==> src/rtl/quad_enc_gen.sv <==
// Quadrature A/B edge generator driven by (dir, count, interval) commands.
// Optional signed position counter enabled by QUAD_ENC_GEN_POS_EN.
module quad_enc_gen #(
  parameter int CNT_W = 16,
  parameter int DIV_W = 16,
  parameter int POS_W = 32
) (
  input  logic                    i_Clk,
  input  logic                    i_Rst_n,
  input  logic                    i_Valid,
  output logic                    o_Ready,
  input  logic                    i_Dir,
  input  logic [CNT_W-1:0]        i_Count,
  input  logic [DIV_W-1:0]        i_Div,
  input  logic                    i_Abort,
  output logic                    o_A,
  output logic                    o_B,
  output logic                    o_Busy,
  output logic                    o_Done,
  output logic signed [POS_W-1:0] o_Pos
);

  typedef enum logic {
    IDLE = 1'b0,
    RUN  = 1'b1
  } state_t;

  state_t state_q, state_d;

  logic             dir_q;
  logic [CNT_W-1:0] cnt_q;
  logic [DIV_W-1:0] div_q;
  logic [DIV_W-1:0] ivl_q;
  logic             a_q, b_q;
  logic             done_q;

  logic accept;
  logic step;
  logic finish;
  logic done_d;
  logic tog_a;

  always_ff @(posedge i_Clk or negedge i_Rst_n) begin
    if (!i_Rst_n) state_q <= IDLE;
    else          state_q <= state_d;
  end

  always_comb begin
    state_d = state_q;
    accept  = 1'b0;
    step    = 1'b0;
    finish  = 1'b0;
    unique case (state_q)
      IDLE: begin
        accept = i_Valid;
        if (i_Valid && (i_Count != '0)) state_d = RUN;
      end
      RUN: begin
        // Abort beats a due step: no edge on that cycle.
        if (i_Abort) begin
          finish  = 1'b1;
          state_d = IDLE;
        end else if (ivl_q == '0) begin
          step = 1'b1;
          if (cnt_q == CNT_W'(1)) begin
            finish  = 1'b1;
            state_d = IDLE;
          end
        end
      end
      default: state_d = IDLE;
    endcase
  end

  assign done_d = finish || (accept && (i_Count == '0));

  // Gray step: forward toggles A when A==B, backward when A!=B.
  assign tog_a = dir_q ? (a_q == b_q) : (a_q != b_q);

  always_ff @(posedge i_Clk or negedge i_Rst_n) begin
    if (!i_Rst_n) begin
      dir_q  <= 1'b0;
      cnt_q  <= '0;
      div_q  <= '0;
      ivl_q  <= '0;
      a_q    <= 1'b0;
      b_q    <= 1'b0;
      done_q <= 1'b0;
    end else begin
      done_q <= done_d;
      if (accept) begin
        dir_q <= i_Dir;
        cnt_q <= i_Count;
        div_q <= i_Div;
        ivl_q <= i_Div;
      end else if ((state_q == RUN) && !i_Abort) begin
        if (step) begin
          if (tog_a) a_q <= ~a_q;
          else       b_q <= ~b_q;
          cnt_q <= cnt_q - CNT_W'(1);
          ivl_q <= div_q;
        end else begin
          ivl_q <= ivl_q - DIV_W'(1);
        end
      end
    end
  end

`ifdef QUAD_ENC_GEN_POS_EN
  logic signed [POS_W-1:0] pos_q;

  always_ff @(posedge i_Clk or negedge i_Rst_n) begin
    if (!i_Rst_n) begin
      pos_q <= '0;
    end else if (step) begin
      if (dir_q) pos_q <= pos_q + POS_W'(1);
      else       pos_q <= pos_q - POS_W'(1);
    end
  end

  assign o_Pos = pos_q;
`else
  assign o_Pos = '0;
`endif

  assign o_Ready = (state_q == IDLE);
  assign o_Busy  = (state_q == RUN);
  assign o_A     = a_q;
  assign o_B     = b_q;
  assign o_Done  = done_q;

endmodule

==> config.mk <==
export PLATFORM = sky130hd
export DESIGN_NAME = quad_enc_gen
export DESIGN_NICKNAME = d
export VERILOG_FILES = /design/src/rtl/quad_enc_gen.sv
export SDC_FILE = /design/constraint.sdc
export NUM_CORES = 1
export LEC_CHECK = 0
export ABC_AREA = 1
export CAP_MARGIN = 15
export CORE_UTILIZATION = 40
export DETAILED_ROUTE_END_ITERATION = 7
export GPL_TIMING_DRIVEN = 0
export PLACE_DENSITY = 0.74
export SLEW_MARGIN = 20
export SYNTH_ARGS = -nofsm -noshare
export SYNTH_HDL_FRONTEND = slang
export SYNTH_SLANG_ARGS = --single-unit
==> constraint.sdc <==
create_clock -name i_Clk -period 2.2 [get_ports i_Clk]
set_input_delay 0.44 -clock i_Clk [delete_from_list [all_inputs] [get_ports i_Clk]]
set_output_delay 0.44 -clock i_Clk [all_outputs]
set_load 0.02 [all_outputs]
==> flow_summary.ini, run 1 <==
[setup_path]
worst_path_most_repeated_cell = nor2_1
critPathRequiredTime_ns = 2.40
crit_family = simple AND/OR/NAND/NOR gates
arrival_ns = 2.21
path_cells = inv_1 -> ha_1 -> nand3_4 -> nor2_8 -> nand3_4 -> nand2_8 -> buf_6 -> nor2_1 -> nor2_1 -> nor2_1
startpoint_type = register
cp_slowest_stage_delay_ns = 0.44
cp_num_buf_inv = 2
slowest_stage = dfrtp_1
cp-end-kind = register
criticalPathCategory = reg2reg
path_max_fanout = 10
r2r_slack_ns = 0.19

[sta]
fmax_mhz = 498
min_period_ns = 2.01
slew_violations = 0
finalCritPeriodShare_pct = 91.4
tightest_slew_ns = 0.695
rsz0062_at_grt = false
fin_ws_ns = 0.190
finalClockSkew_ns = 0.00985
max_slew_margin_pct = 53.7
finalHoldViolCount = 0
setup_viol = 0

[power]
power.density_nw_per_um2 = 768
p_comb_share_pct = 38.2
power_frac_seq_pct = 44.6
p_clk_share_pct = 17.2
power.internal_mw = 2.00
p_sw_mw = 1.35
power.share.switching_pct = 40.4
max-vdd-ir-drop_v = 0.000322
p_leak_nw = 2.27

[floorplan]
die_h_um = 97.1
start_util_pct = 41.5
rows = 34
core_area_um2 = 8720
die_area_um2 = 9430
pin_count = 74
chipWidth_um = 97.1

[global_routing]
overflow = 0
antenna_found_initial = 0
grt_usage_pct = 19.5
grt_max_degree = 54
grt_pass1_wl_mm = 15.0
grt_pass1_vias = 3221

[detailed_routing]
wl_per_cell_um = 12.2
drt-initial-drc-count = 252
drt-total-wl_mm = 8.75
routed_via_density = 4.69
drc = 0
ant_nets = 0
num_vias = 3365
firstDrtPassIters = 5

[synth]
syn_inst = 530
ys_ff_latch = 53
ys_seq_area_share_pct = 36.7
synth_cell_types = 34
synth_area_leaders = dfrtp_1 (37%), nand2_1 (18%), nor2_1 (9.8%), buf_4 (6.8%), inv_1 (5.3%)
synth_top_cell_area_share_pct = 36.7
netlist_area_um2 = 3620
syn_area_per_cell_um2 = 6.82
ys_warn_count = 0
yosysTopAreaCell = dfrtp_1

[clock_network]
clock_sinks = 53
cts_resized = 0
root_buffer = clkbuf_8
cts_made_buffers = 5
insertion_delay_ns = 0.31
clockBufferDepth = 2
hold_buffers = 0
clk_pin_slew_ns = 0.10
postCtsSetupRepairBufs = 0
cts-htree-levels = 2
cts_tree = done

[layout]
nNetsFinal = 649
fillers = 866
stdcell_count = 717
area_growth_pct = 20.6
fin_util_pct = 50.0
n_antenna_cell = 0
layout-drive-gt1-share_pct = 11.2

[worst_hold_path]
hold_path_class = in2async

[place]
place.port_buffers = 41
post-place-cells = 710
hpwl_mm = 6.57
gp_congestion = 0.875
dp_worst_setup_slack_ns = 0.0692

[flow_run]
drv_cap = 0

[status]
status = complete, no violations
==> synthesized netlist by cell type, drive strengths merged <==
cell type and number:
buf 46, dfrtp 53, xnor2 8, nand3 31, o21a 1, o211ai 2
or2 2, nor3 2, conb 1, inv 53, nor2 100, a21oi 8
nand2 173, xor2 9, o22ai 2, nand4 16, o21ai 17, ha 3
o21bai 1, clkbuf 2
==> power by group through the flow <==
stage	clock network [mW]	logic (mW)	registers, mW
floorplan	0	0.968	1.45
global placement	0	1.24	1.50
detailed placement	0	1.27	1.51
CTS	0.587	1.28	1.49
global route	0.618	1.46	1.54
finish	0.576	1.28	1.49
==> registers in the layout, summed over array words and instances, names as in the netlist <==
name    count
ivl_q      16
o_Done      1
cnt_q      16
dir_q       1
o_B         1
o_Busy      1
div_q      16
o_A         1
==> through the flow <==
stage / setup TNS, ns / area [µm²] / power [mW] / hold slack, ns
floorplan: 0 / 3730 / 2.42 / 0.144
global placement: -51.49 / 4280 / 2.73 / 0.462
detailed placement: 0 / 4280 / 2.78 / 0.466
CTS: 0 / 4360 / 3.36 / 0.195
global route: 0 / 4360 / 3.62 / 0.235
finish: 0 / 4360 / 3.35 / 0.163
==> metal layers <==
metal / global-route usage (%) / part of all wire, % / vias up
met1: 26.6 / 47 / 1510
li1: - / - / 1734
met2: 32.8 / 47 / 110
met3: 2.73 / 5.2 / 11
met4: 4.36 / 1.2 / 0
met5: 0 / 0 / -
==> worst register-to-register path: cells and delay by family (launching register included) <==
family / cells / cell delay (ns)
simple gates: 7 / 0.84
flops: 1 / 0.44
buf+inv: 2 / 0.33
fa+ha+maj: 1 / 0.29
==> cell usage in the layout, fill, tap and decap left out, types with 6 or more instances in the layout <==
cell type          n
a21oi_1            8
o21ai_0           14
nor2_1            94
clkbuf_8           6
buf_2              9
nand4_1           16
xnor2_1            8
dfrtp_1           53
buf_4             34
conb_1            32
nand3_1           28
clkdlybuf4s50_1   40
nand2_1          171
inv_1             51
xor2_1             9
==> layout make-up <==
type                            count  area [µm²]  share of cell area [%]
Sequential cell                    53        1330                    30.4
Buffer                             48         338                    7.74
Timing Repair Buffer               41         408                    9.35
Multi-Input combinational cell    407        1870                    42.8
Inverter                           53         201                    4.62
Tap cell                          108         135                    3.10
Clock buffer                        7        86.3                    1.98
==> worst paths after layout <==
check	endpoint	startpoint	depth (start not counted)
setup / recovery	ivl_q[12]$_DFFE_PN0P_	ivl_q[0]$_DFFE_PN0P_	10
hold / removal	o_Done$_DFF_PN0_	i_Rst_n	1
setup reg to reg	ivl_q[12]$_DFFE_PN0P_	ivl_q[0]$_DFFE_PN0P_	10
hold reg to reg	div_q[12]$_DFFE_PN0P_	div_q[12]$_DFFE_PN0P_	2
max in group asynchronous	ivl_q[11]$_DFFE_PN0P_	i_Rst_n	1
min in group i_Clk	div_q[12]$_DFFE_PN0P_	div_q[12]$_DFFE_PN0P_	2
==> logic make-up after synthesis <==
family / Yosys count / synth area share, %
adder cells (fa/ha/maj): 3 / 1.04
XOR/XNOR: 17 / 4.12
other: 1 / 0.104
AO/OA/AOI/OAI: 31 / 4.74
AND/OR/NAND/NOR: 324 / 38.4
buffers and inverters: 101 / 14.9
flip-flops: 53 / 36.7
Power figures use the tool's default switching activity.
==> inputs of run 2 (changes only) <==
--- a/config.mk
+++ b/config.mk
@@ -7,11 +7,11 @@
 export LEC_CHECK = 0
 export ABC_AREA = 1
 export CAP_MARGIN = 15
+export CORE_MARGIN = 2
 export CORE_UTILIZATION = 40
 export DETAILED_ROUTE_END_ITERATION = 7
 export GPL_TIMING_DRIVEN = 0
 export PLACE_DENSITY = 0.74
-export SLEW_MARGIN = 20
 export SYNTH_ARGS = -nofsm -noshare
 export SYNTH_HDL_FRONTEND = slang
 export SYNTH_SLANG_ARGS = --single-unit
==> run 2 against run 1 <==
Net effect:
- sequential power is essentially flat
- global-route usage shrank 1.4 points
- worst setup slack gained 0.035 ns
- final cell count grew 0.28%
- worst hold slack lost 0.0078 ns
- via count grew 0.42%
- die area grew 4.2%
- flip-flop and latch count is the same
- combinational power is essentially flat
- power grew 0.29%
- clock power grew 3%
- sequential share of layout area shrank 0.18 points
==> flow_summary.ini, run 2 (same netlist as run 1, synthesis figures left out) <==
[layout]
layout-drive-gt1-share_pct = 11.6
final_common_cell = nand2_1
n_antenna_cell = 0
nNetsFinal = 650
stdcell_count = 719
final_cell_mix = nand2_1 (171), nor2_1 (94), dfrtp_1 (53), inv_1 (51), clkdlybuf4s50_1 (40)
reg_top3 = cnt_q (16), div_q (16), ivl_q (16)
area_growth_pct = 21.3

[sta]
finalClockSkew_ns = 0.00908
rsz0062_at_grt = false
setup_viol = 0
fin_ws_ns = 0.225
slew_violations = 0
fmax_mhz = 506
finalCritPeriodShare_pct = 89.8
tightest_slew_ns = 0.699
hold_ws_ns = 0.155
finalHoldViolCount = 0
fin_setup_tns_ns = 0
max_slew_margin_pct = 53.4
min_period_ns = 1.97

[clock_network]
insertion_delay_ns = 0.31
cts_made_buffers = 5
clockBufferDepth = 2
root_buffer = clkbuf_8
clock_sinks = 53
cts_resized = 0
cts_tree = done
postCtsSetupRepairBufs = 0
clk_pin_slew_ns = 0.10
cts-htree-levels = 2
hold_buffers = 0

[global_routing]
grt_usage_pct = 18.1
overflow = 0
grt_pass1_vias = 3142
antenna_found_initial = 0
grt_max_degree = 30
grt_pass1_wl_mm = 14.6

[setup_path]
r2r_start = ivl_q[0]$_DFFE_PN0P_
arrival_ns = 1.53
r2r_slack_ns = 0.30
cp-end-kind = output pin
startpoint_type = register
ff2ff_path_depth = 10
criticalPathCategory = reg2out
rr_endpoint = ivl_q[11]$_DFFE_PN0P_
path_max_fanout = 4
slowest_stage = clkdlybuf4s50_1
crit_end = o_Ready
path_cells = inv_1 -> clkdlybuf4s50_1
crit_start = o_Busy$_DFF_PN0_
critPathRequiredTime_ns = 1.76
cp_slowest_stage_delay_ns = 0.64

[detailed_routing]
drt-total-wl_mm = 8.51
drt-initial-drc-count = 184
drc = 0
ant_nets = 0
num_vias = 3379
wl_per_cell_um = 11.8
routed_via_density = 4.70
firstDrtPassIters = 4

[floorplan]
chipWidth_um = 99.1
pin_count = 74
core_area_um2 = 8760
die_area_um2 = 9820
die_h_um = 99.1
start_util_pct = 41.3
rows = 34

[place]
post-place-cells = 711
gp_congestion = 0.868
dp_worst_setup_slack_ns = 0.0899
place.port_buffers = 41
hpwl_mm = 6.67

[power]
p_sw_mw = 1.38
fin_total_pwr_mw = 3.36
p_leak_nw = 2.28
power.density_nw_per_um2 = 765
power_frac_seq_pct = 44.5
p_comb_share_pct = 38.0
power.internal_mw = 1.98
p_clk_share_pct = 17.6
max-vdd-ir-drop_v = 0.000400
power.share.switching_pct = 41.0

[status]
status = complete, no violations

[flow_run]
drv_cap = 0

[worst_hold_path]
hold_path_class = in2async
-- run 2: changes by cell type in the layout (fill, tap and decap cells not counted), sizes merged --
cell,delta
inv,+1
clkinv,+2
buf,+1
clkbuf,-2
-- run 2: critical path: cells and delay by family (launching register included) --
family	cells	cell delay (ns)
buffers and inverters	2	0.81
flip-flops	1	0.41
-- run 2: routing by layer --
layer  share of wire [%]  GRT usage, %
met1                  49          25.9
met2                  44          29.3
met3                 5.5          2.11
met4                 1.5          4.74
met5                   0             0
-- run 2: worst min path at each step --
stage                                      from               endpoint  cells after the start
final                                   i_Rst_n   cnt_q[6]$_DFFE_PN0P_                      1
after global routing                    i_Rst_n   cnt_q[7]$_DFFE_PN0P_                      1
after CTS                               i_Rst_n  cnt_q[15]$_DFFE_PN0P_                      1
after detailed placement   div_q[9]$_DFFE_PN0P_   div_q[9]$_DFFE_PN0P_                      2
after global placement    div_q[10]$_DFFE_PN0P_  div_q[10]$_DFFE_PN0P_                      2
after floorplan                         i_Rst_n   cnt_q[0]$_DFFE_PN0P_                      0
-- run 2: layout make-up --
class / instances / area (µm²)
clock inverters: 3 / 26.3
fillers: 896 / 4370
inverters: 53 / 201
repair buffers: 42 / 425
clock buffers: 5 / 68.8
plain buffers: 48 / 338
flip-flops and latches: 53 / 1330
well taps: 108 / 135
multi-input cells: 407 / 1870
-- run 2: per-stage QoR --
stage,area (µm²),utilization [%]
after detailed placement,4290,49.0
after global placement,4280,48.8
after global routing,4390,50.1
after floorplan,3730,-
after CTS,4390,50.1
final,4390,50.1
-- run 2: power by group through the flow --
stage	sequential [mW]	combinational [mW]	clock (mW)
after floorplan	1.45	0.968	0
after global placement	1.50	1.23	0
after detailed placement	1.50	1.27	0
after CTS	1.49	1.27	0.602
after global routing	1.53	1.47	0.638
final	1.49	1.27	0.591
==> RTL change 1: new RTL, flow settings as in run 2 <==
The parameter `DIV_W` goes from 16 to 20.
--- a/src/rtl/quad_enc_gen.sv
+++ b/src/rtl/quad_enc_gen.sv
@@ -4,3 +4,3 @@
   parameter int CNT_W = 16,
-  parameter int DIV_W = 16,
+  parameter int DIV_W = 20,
   parameter int POS_W = 32
Ports: changed (resized i_Div); port bits go from 74 to 78. No check against the original RTL was run, so the function may have changed too.
==> RTL change 1 against run 2 <==
  * Worst hold slack got worse by 0.036 ns
  * Critical path depth up 7
  * First-iteration DRC count increased by 3.3%
  * Sequential power is 15% higher
  * Total power grew 23%
  * Utilization up 0.42 points
  * Critical path type is now in2reg
  * Clock power increased by 43%
  * Routed wire length grew 22%
  * Worst setup slack got worse by 0.13 ns
  * Global-route usage rose by 1.7 points
  * Die area increased by 12%
  * Synthesized area up 12%
  * Design area grew 13%
  * Largest cell class unchanged
  * Sequential cell count rose by 8
==> RTL change 1: results (changes against run 2) <==
Synth
  • Yosys cell types: 35 (+2.9%)
  • Async set or reset register ratio after synthesis: 100.0% (unchanged)
  • Synth Area in Adders: 1.235% (+0.20 points)
  • Post-synthesis xor/xnor area fraction: 4.107% (-0.0087 points)
  • Dominant cell by count in the synthesized netlist: nand2_1
  • Commonest cells post-synth: nand2_1, nor2_1, dfrtp_1, nand3_1, inv_1
  • Sequential-to-total area share from yosys stat: 37.68% (+1.0 points)
  • Area contributors post-synth: dfrtp_1, nand2_1, nor2_1
  • Synth Area in Compound Gates: 6.794% (+2.1 points)

Critical path
  • Crit Path Max Fanout: 10 (+6)
  • Crit-path max cell delay: 0.47 ns (-0.17 ns)
  • Critical Path AT: 2.38 ns (+0.85 ns)

Power
  • Comb. pwr: 0.00157 W (+24%)
  • Switching Share: 41.16% (+0.17 points)
  • P_leak: 2.462 nW (+8.1%)
  • VDD IR-drop max: 0.0004625 V (+16%)
  • Clock-net power: 0.000843 W (+43%)

STA
  • Setup Skew: 0.01027 ns (+0.001189 ns)
  • Least-Margin Pin Slew: 0.6649 ns (-0.03400 ns)

Detailed routing
  • Initial DRC count: 190 (+3.3%)
  • Drt pass-1 iters: 5 (+1)
  • Drt wl/cell: 13.08 um (+10%)
  • DR vias: 3815 (+13%)

Global routing
  • Largest net degree at the start of global routing: 35 (+17%)
  • First-pass GRT wire length: 17.41 mm (+19%)
  • Vias in the first global route: 3656 (+16%)
  • Gr usage total: 19.80% (+1.7 points)

Finish
  • Final net count: 701 (+7.8%)
  • Fraction of layout cells with a size suffix above 1: 13.77% (+2.1 points)
  • Largest registers: div_q (20), ivl_q (20), cnt_q (16)
  • Diode count: 0 (unchanged)
  • Fillcell total: 997 (+11%)

Status
  • Run status: finished clean

Placement
  • HPWL after DPL: 7.883 mm (+18%)
  • IO Port Bufs: 45 (+9.8%)

CTS
  • H-Tree Depth: 3 (+1)
  • Worst-path clk slew: 0.07 ns (-0.03 ns)
  • Total CTS buffers: 9 (+4)
  • Clock Latency Late Sink: 0.34 ns (+0.03 ns)
RTL change 1: changes by cell type in the layout (fill, tap and decap cells not counted), sizes merged, moves of 7 or more:
cell / change
nand2: +19
nand3: +15
inv: -11
o211ai: +9
dfrtp: +8
clkbuf: +7
RTL change 1: cell type report:
type | instances | area share [%]
flip-flops and latches | 61 | 30.78
clock inverters | 5 | 0.5550
well taps | 133 | 3.355
plain buffers | 47 | 7.089
clock buffers | 11 | 2.649
repair buffers | 46 | 9.384
inverters | 43 | 3.254
multi-input cells | 448 | 42.94
RTL change 1: stage by stage:
stage | cell area (um2) | cells | setup WS (ns) | total power (W) | setup TNS, ns
2_1_floorplan | 4168 | 599 | 0.5859 | 0.002841 | 0
3_3_place_gp | 4785 | 777 | -1.310 | 0.003231 | -83.48
3_5_place_dp | 4800 | 778 | -0.2284 | 0.003277 | -4.827
4_1_cts | 4959 | 794 | 0.1247 | 0.004132 | 0
5_1_grt | 4960 | 794 | 0.01587 | 0.004441 | 0
6_report | 4960 | 794 | 0.09363 | 0.004127 | 0
RTL change 1: metal layers:
metal	global-route usage (%)	part of all wire, %	vias to the layer above
li1	-	-	1906
met1	24.75	45	1764
met2	33.33	46	128
met3	3.993	6.1	17
met4	8.286	2.6	0
met5	0	0	-
RTL change 1: worst paths after layout:
path / start / to / slack (ns) / cells after the start
min reg2reg: div_q[7] / div_q[7] / 0.47 / 2
max reg2reg: ivl_q[0] / ivl_q[15] / 0.22 / 11
min: i_Rst_n / cnt_q[14] / 0.12 / 1
min in group i_Clk: div_q[7] / div_q[7] / 0.47 / 2
max in group asynchronous: i_Rst_n / o_Busy / 1.46 / 2
max: i_Valid / ivl_q[18] / 0.09 / 9
RTL change 1: what timing repair did:
action                                 in CTS  in global routing
endpoints found under the hold margin       0                  0
resized for setup                           0                  2
setup endpoints to repair                   0                  2
==> RTL change 2: new RTL, flow settings as in run 2 <==
Made on the original files. Add an input register stage for `i_Div`, without a reset; this delays it by one clock. The other inputs are not delayed to match.
--- a/src/rtl/quad_enc_gen.sv
+++ b/src/rtl/quad_enc_gen.sv
@@ -26,2 +26,8 @@
   } state_t;
+
+  logic [DIV_W-1:0] i_Div_q;
+
+  always_ff @(posedge i_Clk) begin
+    i_Div_q <= i_Div;
+  end
 
@@ -93,4 +99,4 @@
         cnt_q <= i_Count;
-        div_q <= i_Div;
-        ivl_q <= i_Div;
+        div_q <= i_Div_q;
+        ivl_q <= i_Div_q;
       end else if ((state_q == RUN) && !i_Abort) begin
Behaviour: not the same (Yosys sat finds a counterexample within 4 cycles, from zero or initial values and one cycle with i_Rst_n low).
==> RTL change 2 against run 2 <==
  * Design area rose by 7.5%
  * Utilization rose by 0.75 points
  * Sequential cell count rose by 16
  * Routed wire length rose by 4.3%
  * Final cell count rose by 3.2%
  * Worst setup slack improved by 0.051 ns
  * Synthesized area rose by 6.2%
  * Via count barely moved
  * Largest power group unchanged
  * Largest cell class unchanged
  * Total power rose by 16%
==> RTL change 2: results (changes against run 2) <==
Status
  • Run status: finished clean

Detailed routing
  • DR WL met3: 442 um (-4.7%)
  • Drt wl/cell: 11.97 um (+1.1%)
  • Met1 wire length: 4.238 mm (+2.0%)
  • WL met2: 4.041 mm (+7.4%)
  • DR vias/cell: 4.558 (-3.0%)

Placement
  • HPWL after DPL: 6.660 mm (-0.11%)
  • DP Area: 4544 um2 (+5.8%)

Finish
  • Final net count: 648 (-0.31%)
  • Fin cells: 742 (+3.2%)
  • Fillcell total: 897 (+0.11%)

Critical path
  • Crit Path Max Fanout: 10 (+6)

Power
  • Pwr/cell area: 823.6 nW/um2 (+7.6%)

CTS
  • Clock Latency Late Sink: 0.35 ns (+0.04 ns)
  • H-Tree Depth: 3 (+1)
  • Total CTS buffers: 9 (+4)

Synth
  • Mapped Cells: 524 (-1.1%)
  • Async set or reset register ratio after synthesis: 76.81% (-23 points)
  • Yosys cell types: 33 (-2.9%)
  • Commonest cells post-synth: nand2_1, nor2_1, dfrtp_1, inv_1, nand3_1

Global routing
  • Gr usage total: 18.45% (+0.35 points)
  • Met2 usage in global routing: 29.35% (+0.038 points)
  • Met1 global-route usage: 25.20% (-0.68 points)
  • Met3 Use GR: 2.804% (+0.70 points)
  • Vias in the first global route: 3145 (+0.095%)

STA
  • Least-Margin Pin Slew: 0.6088 ns (-0.09013 ns)
## RTL change 2: cell types whose count changed in the layout (fill, tap and decap cells not counted), sizes merged, moves of 3 or more
cell,delta
nor2,-34
nand2,+27
dfxtp,+16
nand4,-12
inv,-9
o211ai,+8
nand3,+7
a21oi,-5
buf,-5
clkbuf,+5
clkinv,+3
## RTL change 2: kinds of logic (layout without fill, tap and decap cells)
family                   Yosys count  count (layout)  share of synthesized area, %
AND/OR/NAND/NOR                  312             312                         33.81
buffers and inverters             89             147                         12.93
flip-flops                        69              69                         42.87
AO/OA/AOI/OAI                     36              36                         6.124
XOR/XNOR                          14              14                         3.192
adder cells (fa/ha/maj)            3               3                        0.9773
other                              1              32                       0.09763
## RTL change 2: worst max-delay path, stage by stage
cell,delay (ns)
clkdlybuf4s50_1,0.45
inv_1,0.05
nor2_1,0.21
buf_2,0.31
clkbuf_1,0.48
o21ai_0,0.18
## RTL change 2: path summary, 6_finish.rpt
check / from / to / slack, ns / depth (start not counted)
max: i_Valid / div_q[0] / 0.28 / 6
min: i_Rst_n / cnt_q[3] / 0.1 / 1
max reg2reg: ivl_q[0] / cnt_q[0] / 0.35 / 9
min reg2reg: i_Div_q[13] / div_q[13] / 0.46 / 2
max in group asynchronous: i_Rst_n / ivl_q[3] / 1.53 / 2
min in group i_Clk: i_Div_q[13] / div_q[13] / 0.46 / 2
## RTL change 2: where the power goes
group          switching, W  internal (W)
combinational      0.000735      0.000494
clock              0.000527      0.000412
sequential         0.000210       0.00151
## RTL change 2: final cells by class
cell class | count | share of cell area [%]
Buffer | 44 | 6.946
Clock buffer | 9 | 2.625
Tap cell | 129 | 3.420
Timing Repair Buffer | 42 | 9.014
Sequential cell | 69 | 34.89
Inverter | 45 | 3.579
Clock inverter | 7 | 1.087
Multi-Input combinational cell | 397 | 38.44
